File: config.mk
export PLATFORM = sky130hd
export DESIGN_NAME = tdm_demux_1to8_flat
export DESIGN_NICKNAME = d
export VERILOG_FILES = /design/src/rtl/tdm_demux_1to8_if.sv /design/src/rtl/tdm_demux_1to8.sv /design/src/flat_wrapper.sv
export SDC_FILE = /design/constraint.sdc
export NUM_CORES = 1
export LEC_CHECK = 0
export BUFFER_PORTS_ARGS = -buffer_cell sky130_fd_sc_hd__clkbuf_2
export CORE_MARGIN = 2
export CORE_UTILIZATION = 35
export CTS_BUF_LIST = sky130_fd_sc_hd__clkbuf_4
export DETAILED_ROUTE_END_ITERATION = 12
export GPL_TIMING_DRIVEN = 0
export PLACE_DENSITY = 0.61
export SETUP_SLACK_MARGIN = 0.3
export SLEW_MARGIN = 10
export SYNTH_ARGS = -nofsm -noshare
export SYNTH_HDL_FRONTEND = slang
export SYNTH_SLANG_ARGS = --single-unit
File: constraint.sdc
create_clock -name clk -period 2.1 [get_ports clk]
set_input_delay 0.315 -clock clk [delete_from_list [all_inputs] [get_ports clk]]
set_output_delay 0.315 -clock clk [all_outputs]
set_load 0.05 [all_outputs]
File: src/rtl/tdm_demux_1to8_if.sv
// tdm_demux_1to8_if: serial slot input and parallel frame output of the TDM receiver
interface tdm_demux_1to8_if;
    logic       din;
    logic       din_valid;
    logic       frame_sync;
    logic       mode;
    logic [2:0] sel;
    logic [7:0] dout;
    logic       frame_valid;
    logic       frame_err;
    logic [2:0] slot_idx;
    modport master (
        output din, din_valid, frame_sync, mode, sel,
        input  dout, frame_valid, frame_err, slot_idx
    );
    modport slave (
        input  din, din_valid, frame_sync, mode, sel,
        output dout, frame_valid, frame_err, slot_idx
    );
endinterface

File: src/rtl/tdm_demux_1to8.sv
// tdm_demux_1to8: receive end of an 8-slot TDM link, with a direct-select 1-to-8 demux mode
module tdm_demux_1to8 #(
    parameter int GAP_MAX = 15
) (
    input logic             clk,
    input logic             rst,
    tdm_demux_1to8_if.slave bus
);
    typedef enum logic {IDLE, COLLECT} state_t;
    localparam logic [7:0] GAP_LAST = 8'(GAP_MAX - 1);
    state_t     state, state_n;
    logic [2:0] slot_idx, slot_n;
    logic [7:0] gap, gap_n;
    logic [6:0] shadow, shadow_n;
    logic [7:0] dout, dout_n;
    logic       frame_valid, frame_err, fv_n, fe_n;
    always_comb begin
        state_n  = state;
        slot_n   = slot_idx;
        gap_n    = gap;
        shadow_n = shadow;
        dout_n   = dout;
        fv_n     = 1'b0;
        fe_n     = 1'b0;
        if (bus.mode) begin
            state_n = IDLE;
            slot_n  = 3'd0;
            gap_n   = 8'd0;
            if (bus.din_valid) dout_n[bus.sel] = bus.din;
        end else if (state == IDLE) begin
            if (bus.din_valid && bus.frame_sync) begin
                shadow_n[0] = bus.din;
                slot_n      = 3'd1;
                gap_n       = 8'd0;
                state_n     = COLLECT;
            end
        end else if (bus.din_valid && bus.frame_sync) begin
            // early sync restarts the frame on this slot
            fe_n        = 1'b1;
            shadow_n[0] = bus.din;
            slot_n      = 3'd1;
            gap_n       = 8'd0;
        end else if (bus.din_valid && slot_idx == 3'd7) begin
            dout_n  = {bus.din, shadow};
            fv_n    = 1'b1;
            slot_n  = 3'd0;
            state_n = IDLE;
        end else if (bus.din_valid) begin
            shadow_n[slot_idx] = bus.din;
            slot_n             = slot_idx + 3'd1;
            gap_n              = 8'd0;
        end else if (gap == GAP_LAST) begin
            fe_n    = 1'b1;
            slot_n  = 3'd0;
            gap_n   = 8'd0;
            state_n = IDLE;
        end else begin
            gap_n = gap + 8'd1;
        end
    end
    always_ff @(posedge clk) begin
        if (rst) begin
            state       <= IDLE;
            slot_idx    <= 3'd0;
            gap         <= 8'd0;
            shadow      <= 7'd0;
            dout        <= 8'd0;
            frame_valid <= 1'b0;
            frame_err   <= 1'b0;
        end else begin
            state       <= state_n;
            slot_idx    <= slot_n;
            gap         <= gap_n;
            shadow      <= shadow_n;
            dout        <= dout_n;
            frame_valid <= fv_n;
            frame_err   <= fe_n;
        end
    end
    assign bus.dout        = dout;
    assign bus.frame_valid = frame_valid;
    assign bus.frame_err   = frame_err;
    assign bus.slot_idx    = slot_idx;
endmodule
File: src/flat_wrapper.sv
// flat-port wrapper written by rule: the top's interface ports become plain ports
module tdm_demux_1to8_flat 
#(
    parameter int GAP_MAX = 15
)
  (clk, rst, bus_din, bus_din_valid, bus_frame_sync, bus_mode, bus_sel, bus_dout, bus_frame_valid, bus_frame_err, bus_slot_idx);
  tdm_demux_1to8_if bus_i ();
  input logic clk;
  input logic rst;
  input wire logic [$bits(bus_i.din)-1:0] bus_din;
  input wire logic [$bits(bus_i.din_valid)-1:0] bus_din_valid;
  input wire logic [$bits(bus_i.frame_sync)-1:0] bus_frame_sync;
  input wire logic [$bits(bus_i.mode)-1:0] bus_mode;
  input wire logic [$bits(bus_i.sel)-1:0] bus_sel;
  output wire logic [$bits(bus_i.dout)-1:0] bus_dout;
  output wire logic [$bits(bus_i.frame_valid)-1:0] bus_frame_valid;
  output wire logic [$bits(bus_i.frame_err)-1:0] bus_frame_err;
  output wire logic [$bits(bus_i.slot_idx)-1:0] bus_slot_idx;
  assign bus_i.din = bus_din;
  assign bus_i.din_valid = bus_din_valid;
  assign bus_i.frame_sync = bus_frame_sync;
  assign bus_i.mode = bus_mode;
  assign bus_i.sel = bus_sel;
  assign bus_dout = bus_i.dout;
  assign bus_frame_valid = bus_i.frame_valid;
  assign bus_frame_err = bus_i.frame_err;
  assign bus_slot_idx = bus_i.slot_idx;
  tdm_demux_1to8 #(.GAP_MAX(GAP_MAX)) u_core (.clk(clk), .rst(rst), .bus(bus_i));
endmodule
== Yosys cells after proc, flatten, opt, wreduce, memory -nomap -nowiden ==
Index checks and enable logic that the tools add are counted.

* Memories kept: 0
* Latch bits: 0
* Bits in writable memories: 0
* Bits in registers: 29
* Output and inout bits: 13
* Input port bits: 9
* Memory bits (read-only): 0

* Equal/unequal tests: 5
* Reductions and logical operators: 17
* Bitwise operators: 4
* $lt $le $gt $ge: 4
* Divide/modulo/power cells: 0
* Mux-type cells: 39
* Shifts and indexed selects: 0
* Multiply operators: 0
* Add/subtract/negate cells: 2

{| class="wikitable"
|+ Operator list
! kind !! count
|-
| $mux W8 || 11
|-
| $mux W1 || 18
|-
| $mux W3 || 6
|-
| $add A8 B1 Y8 const B || 1
|-
| $bwmux W8 || 1
|-
| $eq A8 B4 Y1 const B || 1
|-
| $lt A3 B4 Y1 const B || 2
|-
| $reduce_and A4 Y1 || 2
|-
| $reduce_bool A2 Y1 || 4
|-
| $bwmux W7 || 1
|-
| $demux W1 S3 || 2
|-
| $ge A3 B1 Y1 const B || 2
|-
| $reduce_and A5 Y1 || 1
|-
| $logic_and A1 B1 Y1 || 4
|-
| $ne A2 B2 Y1 const B || 2
|-
| $not A1 Y1 || 4
|-
| $reduce_and A2 Y1 || 2
|-
| $reduce_bool A4 Y1 || 1
|-
| $reduce_or A4 Y1 || 1
|-
| $add A3 B1 Y3 const B || 1
|-
| $eq A3 B3 Y1 const B || 1
|-
| $reduce_or A3 Y1 || 1
|-
| $ne A2 B1 Y1 const B || 1
|-
| $reduce_or A2 Y1 || 1
|}

== Longest topological paths before layout ==
Gate-level depths: netlist of the first run.

* Depth in word-level cells: 9
* Mapped depth: 7
* Depth with buffers taken out: 6

== Worst setup path after synthesis of the first run ==
Ideal clock, no wire load.

* Kind: reg-to-reg
* Start point: register u_core.slot_idx[1] (netlist: u_core.bus.slot_idx[1])
* End point: register u_core.dout[0] (netlist: u_core.bus.dout[0])
* Library setup time: 0.086 ns
* Arrival time: 1.973 ns
* Slack: 0.042 ns
* Cell stages (with the launch flop): 8
* Cells stage by stage: dfxtp_1 ha_1 ha_1 and3b_1 o21a_1 buf_2 a21oi_1 a211oi_1

* Cells in the longest elaborated chain, start to end: 4

{| class="wikitable"
|+ RTL lines
! what !! line !! text
|-
| start, declared || tdm_demux_1to8.sv:12 || <nowiki>logic [2:0] slot_idx, slot_n;</nowiki>
|-
| start signal, assigned || tdm_demux_1to8.sv:72 || <nowiki>slot_idx <= slot_n;</nowiki>
|-
| $eq A3 B3 Y1 || tdm_demux_1to8.sv:43 || <nowiki>end else if (bus.din_valid && slot_idx == 3'd7) begin</nowiki>
|-
| $logic_and A1 B1 Y1 || tdm_demux_1to8.sv:43 ||
|-
| $reduce_bool A2 Y1 (no line) || -- ||
|-
| $reduce_and A4 Y1 (no line) || -- ||
|-
| end signal, assigned || tdm_demux_1to8.sv:75 || <nowiki>dout <= dout_n;</nowiki>
|-
| end, declared || tdm_demux_1to8.sv:15 || <nowiki>logic [7:0] dout, dout_n;</nowiki>
|}

Every way passes these cells.
A chain may end at the register's enable or synchronous reset.

== Final worst setup path of the first run ==
* Start point: register u_core.slot_idx[0] (netlist: u_core.bus.slot_idx[0])
* End point: register u_core.shadow[4]

* Cells in the longest elaborated chain, start to end: 5

{| class="wikitable"
|+ RTL lines
! what !! line !! text
|-
| $lt A3 B4 Y1 (not written as such) / $ge A3 B1 Y1 (equally long branches) || tdm_demux_1to8.sv:49 || <nowiki>shadow_n[slot_idx] = bus.din;</nowiki>
|-
| $logic_and A1 B1 Y1 (not written as such) || tdm_demux_1to8.sv:49 ||
|-
| $mux W1 (not written as such) || tdm_demux_1to8.sv:49 ||
|-
| $demux W1 S3 || -- ||
|-
| $bwmux W7 || tdm_demux_1to8.sv:49 ||
|-
| end signal, assigned || tdm_demux_1to8.sv:74 || <nowiki>shadow <= shadow_n;</nowiki>
|-
| end, declared || tdm_demux_1to8.sv:14 || <nowiki>logic [6:0] shadow, shadow_n;</nowiki>
|}

Several ways; a longest one is shown, not always the timed one.

==> results.cfg, run 1 <==
[critical_path]
cp_top_family = adder cells
worst_endpoint_data_arrival_time_ps = 1900
worstPathMaxFanout = 7
critical_path_class = reg2reg
cp-start-kind = flip-flop
critPathBufInv = 1
r2r_setup_slack_ps = 410
critPathCaptureType = flip-flop
slowest_delay_ps = 360
critical_path.cell_chain = ha_1, ha_4, nor4bb_4, buf_4, nand4b_1, mux2i_1, nor2_1
worst-endpoint-required_ps = 2310
critPathSlowestCell = dfxtp_4

[routing]
routed_wirelength_microns = 3609
route.vias.total = 1449
vias_per_cell = 5.427
drc = 0
final_antenna_net_count = 0
post_drt_wl_per_cell_microns = 13.52
drt_first_iter_violations = 83
detail_route.first_pass.iterations = 4

[grt]
gr_met3_demand_resource = 0.04329
grt_usage = 0.1506
antenna_found_initial = 0
grt.met2_usage = 0.2338
grt.met1_usage = 0.1897
total_grt_overflow = 0
grt_busiest_layer = met2
grt_first_pass_wirelength_microns = 6003
via_count_of_the_first_global_routing_pass = 1337
largest_net_degree_at_the_start_of_global_routing = 11

[logic_synthesis]
synthesis.area_sq_mm = 0.001543
post_syn_instances = 185
synth_nets = 198
yosysSeqAreaShare = 0.3763
yosys_synthesis_warning_count = 0
ys.flop_type = dfxtp_1
post_synth_num_cell_types = 39
synthesis.area_per_instance_sq_um = 8.339
synth_seq_cells = 29
synthArstFlopShare = 0
synth_edf_count = 0

[timing]
period_share = 0.8050
final.setup.worst_slack_ps = 409.4
final_max_slew_violation_count = 0
report.final.setup_viol = 0
final_hold_violation_count = 0
rsz0062_at_grt = no
max_slew_margin = 0.6626
final_period_minus_worst_setup_slack_ps = 1691
tightest_slew_ps = 506.1
fin_skew_ps = 10.23
fmax_ghz = 0.5915
setup_tns_ps = 0

[layout]
layout.cells.most_common_list = dfxtp_1, clkbuf_2, nor2_1, nand2_1
n_antenna_cell = 0
layout.cells.most_common = dfxtp_1
final_core_utilization = 0.4292
synth_to_final_area_change_pct = 19.46
share_of_layout_cells_above_drive_strength_1 = 0.2047
nFillCells = 433
num-nets-final = 227
final_standard_cell_count_with_taps_included_and_fillers_excluded = 267

[clock_tree]
cts.htree.levels = 2
clkLatencyLatePin_ps = 330
tritoncts_num_sinks = 29
post_cts_hold_buffer_count = 0
cts_buffers = 5
clk_path_buf_depth = 2
cts_root_buf = clkbuf_4
cts.clk_slew.worst_paths_ps = 100
cts_tree = built

[floorplanning]
fp-row-count = 24
die-area_sq_mm = 0.004955
die_x_microns = 70.39
y_dimension_of_the_die_microns = 70.39
io-pin-count = 22
starting_utilization_of_the_core_area = 0.3593
fp.coreArea_sq_mm = 0.004294

[placement]
globalplace.congestion = 0.8172
io_buffers = 19
dp_slack_ps = 229.5
inst_count_dp = 256
hpwlAfterDp_microns = 2502

[power]
total_power_uw = 1039
power_leakage_uw = 0.0006832
ir_drop_mv = 0.1889
power_per_cell_area_mw_per_mm2 = 564.0

[run]
count_of_maximum_capacitance_violations = 0

[run_status]
status = complete, no violations

[hold_path]
worstHoldPathType = in2reg
registers in the layout, indices dropped and copies added, names as in the netlist:
signal and flops:
u_core.bus.dout 8, u_core.gap 8, u_core.shadow 7, u_core.bus.slot_idx 3, u_core.bus.frame_err 1, u_core.bus.frame_valid 1
u_core.state 1
routing by layer:
metal / wire, microns / vias up
met4: 69 / 0
met2: 1628 / 24
met1: 1793 / 678
met3: 118 / 7
met5: 0 / -
li1: - / 740
final timing paths:
kind	start	endpoint	depth (start not counted)
setup reg to reg	u_core.bus.slot_idx[0]$_SDFFE_PP0P_	u_core.shadow[4]$_SDFFE_PP0P_	7
hold reg to reg	u_core.bus.dout[7]$_SDFFE_PP0P_	u_core.bus.dout[7]$_SDFFE_PP0P_	2
setup / recovery	u_core.bus.slot_idx[0]$_SDFFE_PP0P_	u_core.shadow[4]$_SDFFE_PP0P_	7
hold / removal	rst	u_core.bus.dout[3]$_SDFFE_PP0P_	2
synth_stat cells, types with 5 or more instances:
cell type | count | area share
a211oi_1 | 7 | 0.034
a21oi_1 | 10 | 0.032
a31oi_1 | 7 | 0.028
clkbuf_1 | 8 | 0.019
dfxtp_1 | 29 | 0.38
mux2i_1 | 10 | 0.065
nand2_1 | 15 | 0.036
nand2b_1 | 5 | 0.020
nand3_1 | 12 | 0.039
nand4b_1 | 5 | 0.028
nor2_1 | 16 | 0.039
o21ai_0 | 12 | 0.039
worst register-to-register path, delay by kind of cell (launching register included):
kind / cells / cell delay [ps]
buffers and inverters: 1 / 190
adder cells (fa/ha/maj): 2 / 420
flip-flops: 1 / 360
multiplexers: 1 / 170
AND/OR/NAND/NOR: 3 / 430
area by class of cell:
type                            count  area, sq um  area share
Sequential cell                    29        589.3      0.3198
Multi-Input combinational cell    141        948.4      0.5146
Inverter                            4        15.01    0.008147
Clock buffer                        5        37.54     0.02037
Tap cell                           52        65.06     0.03530
Buffer                             11        57.56     0.03123
Clock inverter                      3        12.51    0.006789
Timing Repair Buffer               22        117.6     0.06382
metrics by stage:
step	area [sq um]	hold WS (ps)
after detailed placement	1713	470.3
after global routing	1843	249.4
after global placement	1713	467.7
after floorplan	1553	387.1
after CTS	1779	237.8
final	1843	244.2
what timing repair did:
item / CTS / global route
endpoints found under the setup margin: 8 / 16
pin swaps: 1 / 1
gates resized for setup: 4 / 9
setup buffers: 1 / 2
power by group:
part | internal, uW | switching [uW]
clock | 121 | 206
sequential | 558 | 6.16
combinational | 46.9 | 102
total | 725 | 314
cells by family after synthesis:
kind of cell	share of synthesized area
and+or+nand+nor	0.2912
DFF	0.3763
muxes	0.06488
AOI/OAI and AO/OA	0.1963
buffers and inverters	0.03892
adders and majority gates	0.03244
No activity file was read; power rests on OpenSTA's default activity.
==> inputs of run 2 (changes only) <==
--- a/config.mk
+++ b/config.mk
@@ -11,7 +11,7 @@
 export CTS_BUF_LIST = sky130_fd_sc_hd__clkbuf_4
 export DETAILED_ROUTE_END_ITERATION = 12
 export GPL_TIMING_DRIVEN = 0
-export PLACE_DENSITY = 0.61
+export PLACE_DENSITY = 0.63
 export SETUP_SLACK_MARGIN = 0.3
 export SLEW_MARGIN = 10
 export SYNTH_ARGS = -nofsm -noshare
==> constraint.sdc (replaced) <==
create_clock -name clk -period 1.4 [get_ports clk]
set_input_delay 0.21 -clock clk [delete_from_list [all_inputs] [get_ports clk]]
set_output_delay 0.21 -clock clk [all_outputs]
set_load 0.05 [all_outputs]
==> results.cfg, run 2 (synthesis gave the netlist of run 1 again) <==
[routing]
routed_wirelength_microns = 4075
final_antenna_net_count = 0
post_drt_wl_per_cell_microns = 14.35
vias_per_cell = 5.518
detail_route.first_pass.iterations = 4
route.vias.total = 1567
drt_first_iter_violations = 82
drc = 0

[critical_path]
worst-endpoint-required_ps = 1600
worst_endpoint_data_arrival_time_ps = 1820
timing.critical_path.mode_cell = ha_4
worstPathMaxFanout = 7
critPathSlowestCell = dfxtp_4
slowest_delay_ps = 370
critical_path.cell_chain = ha_4, ha_4, nor4bb_2, buf_4, nand4b_1, mux2i_1, nor2_1
critPathCaptureType = flip-flop
cp-start-kind = flip-flop
critical_path_class = reg2reg

[clock_tree]
clk_path_buf_depth = 2
cts_tree = built
cts.clk_slew.worst_paths_ps = 100
cts_root_buf = clkbuf_4
cts.htree.levels = 2
tritoncts_num_sinks = 29
cts_buffers = 5
clkLatencyLatePin_ps = 330

[power]
power_leakage_uw = 0.0008734
power_per_cell_area_mw_per_mm2 = 720.3
ir_drop_mv = 0.3268
total_power_uw = 1674

[timing]
period_share = 1.152
report.final.setup_viol = 25
final_hold_violation_count = 0
fin_skew_ps = 14.87
rsz0062_at_grt = yes
final_max_slew_violation_count = 0
fmax_ghz = 0.6199
final.setup.worst_slack_ps = -213.3
tightest_slew_ps = 477.2
max_slew_margin = 0.6819
final_period_minus_worst_setup_slack_ps = 1613

[layout]
share_of_layout_cells_above_drive_strength_1 = 0.4224
layout.cells.most_common_list = buf_4, nor2_1, nand2_1, o21ai_0
n_antenna_cell = 0
num-nets-final = 244
layout.cells.most_common = buf_4
final_area_sq_mm = 0.002325
multi_input_comb_area_sq_mm = 0.001089
synth_to_final_area_change_pct = 50.69
final_core_utilization = 0.5414
reg_top3 = u_core.bus.dout: 8 flops, u_core.gap: 8 flops, u_core.shadow: 7 flops
layout.area.seq_sq_um = 631.9
nFillCells = 405

[grt]
via_count_of_the_first_global_routing_pass = 1469
grt_first_pass_wirelength_microns = 7003
total_grt_overflow = 0
largest_net_degree_at_the_start_of_global_routing = 11
antenna_found_initial = 0
grt_usage = 0.1744

[run]
count_of_maximum_capacitance_violations = 0

[run_status]
status = finished with violations
failed_checks = setup timing

[floorplanning]
starting_utilization_of_the_core_area = 0.3593
y_dimension_of_the_die_microns = 70.39
die_x_microns = 70.39
die-area_sq_mm = 0.004955
io-pin-count = 22
fp-row-count = 24
fp.coreArea_sq_mm = 0.004294

[placement]
hpwlAfterDp_microns = 2526
io_buffers = 19
placed_instance_area_sq_mm = 0.001804
globalplace.congestion = 0.8787

[hold_path]
worstHoldPathType = in2reg
-- run 2: cell types whose count changed in the layout (fill, tap and decap cells not counted), sizes merged --
cell,before,now
buf,7,32
clkbuf,31,25
clkinv,4,2
-- run 2: final cells by class --
cell class,count,area share
Buffer,11,0.02691
Inverter,4,0.006997
Timing Repair Buffer,39,0.1738
Tap cell,52,0.02799
Clock inverter,1,0.001615
Sequential cell,29,0.2718
Clock buffer,7,0.02260
Multi-Input combinational cell,141,0.4682
-- run 2: metrics by stage --
stage / setup TNS [ps] / std cells / hold WS [ps] / setup WS (ps)
final: -3522 / 284 / 179.1 / -213.3
after floorplan: -2523 / 185 / 274.6 / -236.6
after detailed placement: -4878 / 256 / 471.9 / -304.6
after global placement: -4246 / 256 / 469.4 / -277.3
after CTS: -3077 / 278 / 162.8 / -247.0
after global routing: -6009 / 284 / 172.4 / -362.2
-- run 2: routing by layer --
layer | up-vias | track usage | part of all wire
met4 | 0 | 0.06624 | 0.017
li1 | 779 | - | -
met5 | - | 0 | 0
met1 | 749 | 0.2336 | 0.47
met2 | 34 | 0.2746 | 0.47
met3 | 5 | 0.03608 | 0.036
-- run 2: worst paths after layout --
check                                                          from                               to  slack [ps]  depth (start not counted)
worst max-delay path            u_core.bus.slot_idx[1]$_SDFFE_PP0P_    u_core.shadow[2]$_SDFFE_PP0P_        -210                          7
worst min-delay path                                            rst  u_core.bus.dout[1]$_SDFFE_PP0P_         180                          2
worst max register to register  u_core.bus.slot_idx[1]$_SDFFE_PP0P_    u_core.shadow[2]$_SDFFE_PP0P_        -210                          7
worst min register to register      u_core.bus.dout[7]$_SDFFE_PP0P_  u_core.bus.dout[7]$_SDFFE_PP0P_         490                          2
-- run 2: report_power, final --
part	total [uW]	switching, uW	internal [uW]
logic	305	178	127
registers	839	15.8	823
clock network	531	299	232
-- run 2: timing repair --
item                                    4_1_cts  5_1_grt
pin swaps                                    13       11
hold endpoints to repair                      0        0
buffers inserted                             12        6
gates resized for setup                      65       21
hold buffers                                  0        0
cloned                                        2        0
endpoints found under the setup margin       41       41
-- run 2: critical path, delay by kind of cell, from the launching register on --
| kind | cells | cell delay [ps] |
|---|---|---|
| AND/OR/NAND/NOR | 3 | 440 |
| flip-flops | 1 | 370 |
| adder cells (fa/ha/maj) | 2 | 320 |
| buffers and inverters | 1 | 190 |
| multiplexers | 1 | 170 |
==> inputs of run 3 (changes only) <==
--- a/config.mk
+++ b/config.mk
@@ -7,11 +7,11 @@
 export LEC_CHECK = 0
 export BUFFER_PORTS_ARGS = -buffer_cell sky130_fd_sc_hd__clkbuf_2
 export CORE_MARGIN = 2
-export CORE_UTILIZATION = 35
+export CORE_UTILIZATION = 48
 export CTS_BUF_LIST = sky130_fd_sc_hd__clkbuf_4
 export DETAILED_ROUTE_END_ITERATION = 12
 export GPL_TIMING_DRIVEN = 0
-export PLACE_DENSITY = 0.63
+export PLACE_DENSITY = 0.79
 export SETUP_SLACK_MARGIN = 0.3
 export SLEW_MARGIN = 10
 export SYNTH_ARGS = -nofsm -noshare
==> results.cfg, run 3 (synthesis gave the netlist of run 1 again) <==
[run_status]
status = finished with violations
failed_checks = setup timing

[critical_path]
worst-endpoint-required_ps = 1620
worstPathMaxFanout = 7
critPathSlowestCell = dfxtp_4
cp-start-kind = flip-flop
critPathCaptureType = flip-flop
critical_path.cell_chain = ha_4, ha_4, nor4bb_4, buf_4, nand4b_1, mux2i_1, nor2_1
timing.critical_path.mode_cell = ha_4
slowest_delay_ps = 360
critical_path_class = reg2reg
critPathBufInv = 1
worst_endpoint_data_arrival_time_ps = 1870
cp_top_family = simple AND/OR/NAND/NOR gates

[power]
ir_drop_mv = 0.7066
total_power_uw = 1839
power_leakage_uw = 0.0008538
power_per_cell_area_mw_per_mm2 = 813.4

[clock_tree]
cts_tree = built
cts_root_buf = clkbuf_4
clk_path_buf_depth = 2
cts.clk_slew.worst_paths_ps = 100
tritoncts_num_sinks = 29
post_cts_hold_buffer_count = 0
clkLatencyLatePin_ps = 350
cts.htree.levels = 2
cts_buffers = 5

[run]
count_of_maximum_capacitance_violations = 0

[placement]
hpwlAfterDp_microns = 2428
inst_count_dp = 248
io_buffers = 19
globalplace.congestion = 0.7995

[floorplanning]
fp.coreArea_sq_mm = 0.003053
fp-row-count = 20
starting_utilization_of_the_core_area = 0.5053
y_dimension_of_the_die_microns = 60.69
io-pin-count = 22
die-area_sq_mm = 0.003683
die_x_microns = 60.69

[routing]
route.vias.total = 1522
drc = 0
detailroute.wirelength.met2_microns = 1925
drt_first_iter_violations = 57
routed_wirelength_microns = 3916
final_antenna_net_count = 0
met3_length_microns = 145
detail_route.first_pass.iterations = 5
route.layer.met1.wl_microns = 1790
post_drt_wl_per_cell_microns = 14.34
top_routing_layer_in_use = met4
vias_per_cell = 5.575

[timing]
finalHoldWorstSlack_ps = 132.9
final_hold_violation_count = 0
setup_tns_ps = -4177
tightest_slew_ps = 508.5
rsz0062_at_grt = yes
final_period_minus_worst_setup_slack_ps = 1652
report.final.setup_viol = 25
final_max_slew_violation_count = 0
period_share = 1.180
fmax_ghz = 0.6052
fin_skew_ps = 11.04
final.setup.worst_slack_ps = -252.4
max_slew_margin = 0.6610

[hold_path]
worstHoldPathType = in2reg

[grt]
grt_usage = 0.2466
grt_first_pass_wirelength_microns = 6624
largest_net_degree_at_the_start_of_global_routing = 11
antenna_found_initial = 0
via_count_of_the_first_global_routing_pass = 1423
total_grt_overflow = 0

[layout]
final_standard_cell_count_with_taps_included_and_fillers_excluded = 273
layout.area.seq_sq_um = 620.6
num-nets-final = 241
nFillCells = 221
layout.cells.most_common = buf_4
multi_input_comb_area_sq_mm = 0.001054
final_core_utilization = 0.7406
n_antenna_cell = 0
share_of_layout_cells_above_drive_strength_1 = 0.3930
layout.cells.most_common_list = buf_4, nor2_1, dfxtp_2, nand2_1
synth_to_final_area_change_pct = 46.55
reg_top3 = u_core.bus.dout: 8 flops, u_core.gap: 8 flops, u_core.shadow: 7 flops
run 3: cell types whose count changed in the layout (fill, tap and decap cells not counted), moves of 3 or more:
cell | before | now
a21oi_1 | 6 | 10
a21oi_2 | 3 | 0
buf_6 | 6 | 3
buf_8 | 6 | 9
clkbuf_8 | 3 | 0
dfxtp_2 | 8 | 14
dfxtp_4 | 11 | 6
run 3: per-stage QoR:
stage                     cell area, sq um  worst slack (ps)
final                                 2261            -252.4
after CTS                             2170            -234.3
after global placement                1794            -276.2
after global routing                  2261            -361.1
after floorplan                       1644            -236.6
after detailed placement              1794            -292.9
run 3: layout make-up:
cell class              count  share of cell area
clock inverters             2             0.01494
flip-flops and latches     29              0.2745
multi-input cells         141              0.4660
clock buffers               6             0.01992
repair buffers             36              0.1671
well taps                  44             0.02435
inverters                   4            0.007194
plain buffers              11             0.02601
run 3: path summary, 6_finish.rpt:
kind / to / slack, ps / from / depth (start not counted)
hold reg to reg: u_core.shadow[6]$_SDFFE_PP0P_ / 510 / u_core.shadow[6]$_SDFFE_PP0P_ / 2
setup reg to reg: u_core.shadow[2]$_SDFFE_PP0P_ / -250 / u_core.bus.slot_idx[1]$_SDFFE_PP0P_ / 7
setup / recovery: u_core.shadow[2]$_SDFFE_PP0P_ / -250 / u_core.bus.slot_idx[1]$_SDFFE_PP0P_ / 7
hold / removal: u_core.bus.dout[3]$_SDFFE_PP0P_ / 130 / rst / 2
run 3: layer usage:
layer  GRT usage  vias up
met2      0.3902       30
met4     0.09317        0
met3     0.07676        4
li1            -      773
met1      0.3159      715
met5           0        -
run 3: power by group:
group,switching [uW],internal [uW]
Sequential,14.7,832
Combinational,168,114
Clock,319,391
Total,503,1340
run 3: timing repair:
action / CTS / global route
pin swaps: 16 / 13
endpoints found under the setup margin: 41 / 42
resized for setup: 49 / 23
setup buffers: 12 / 5
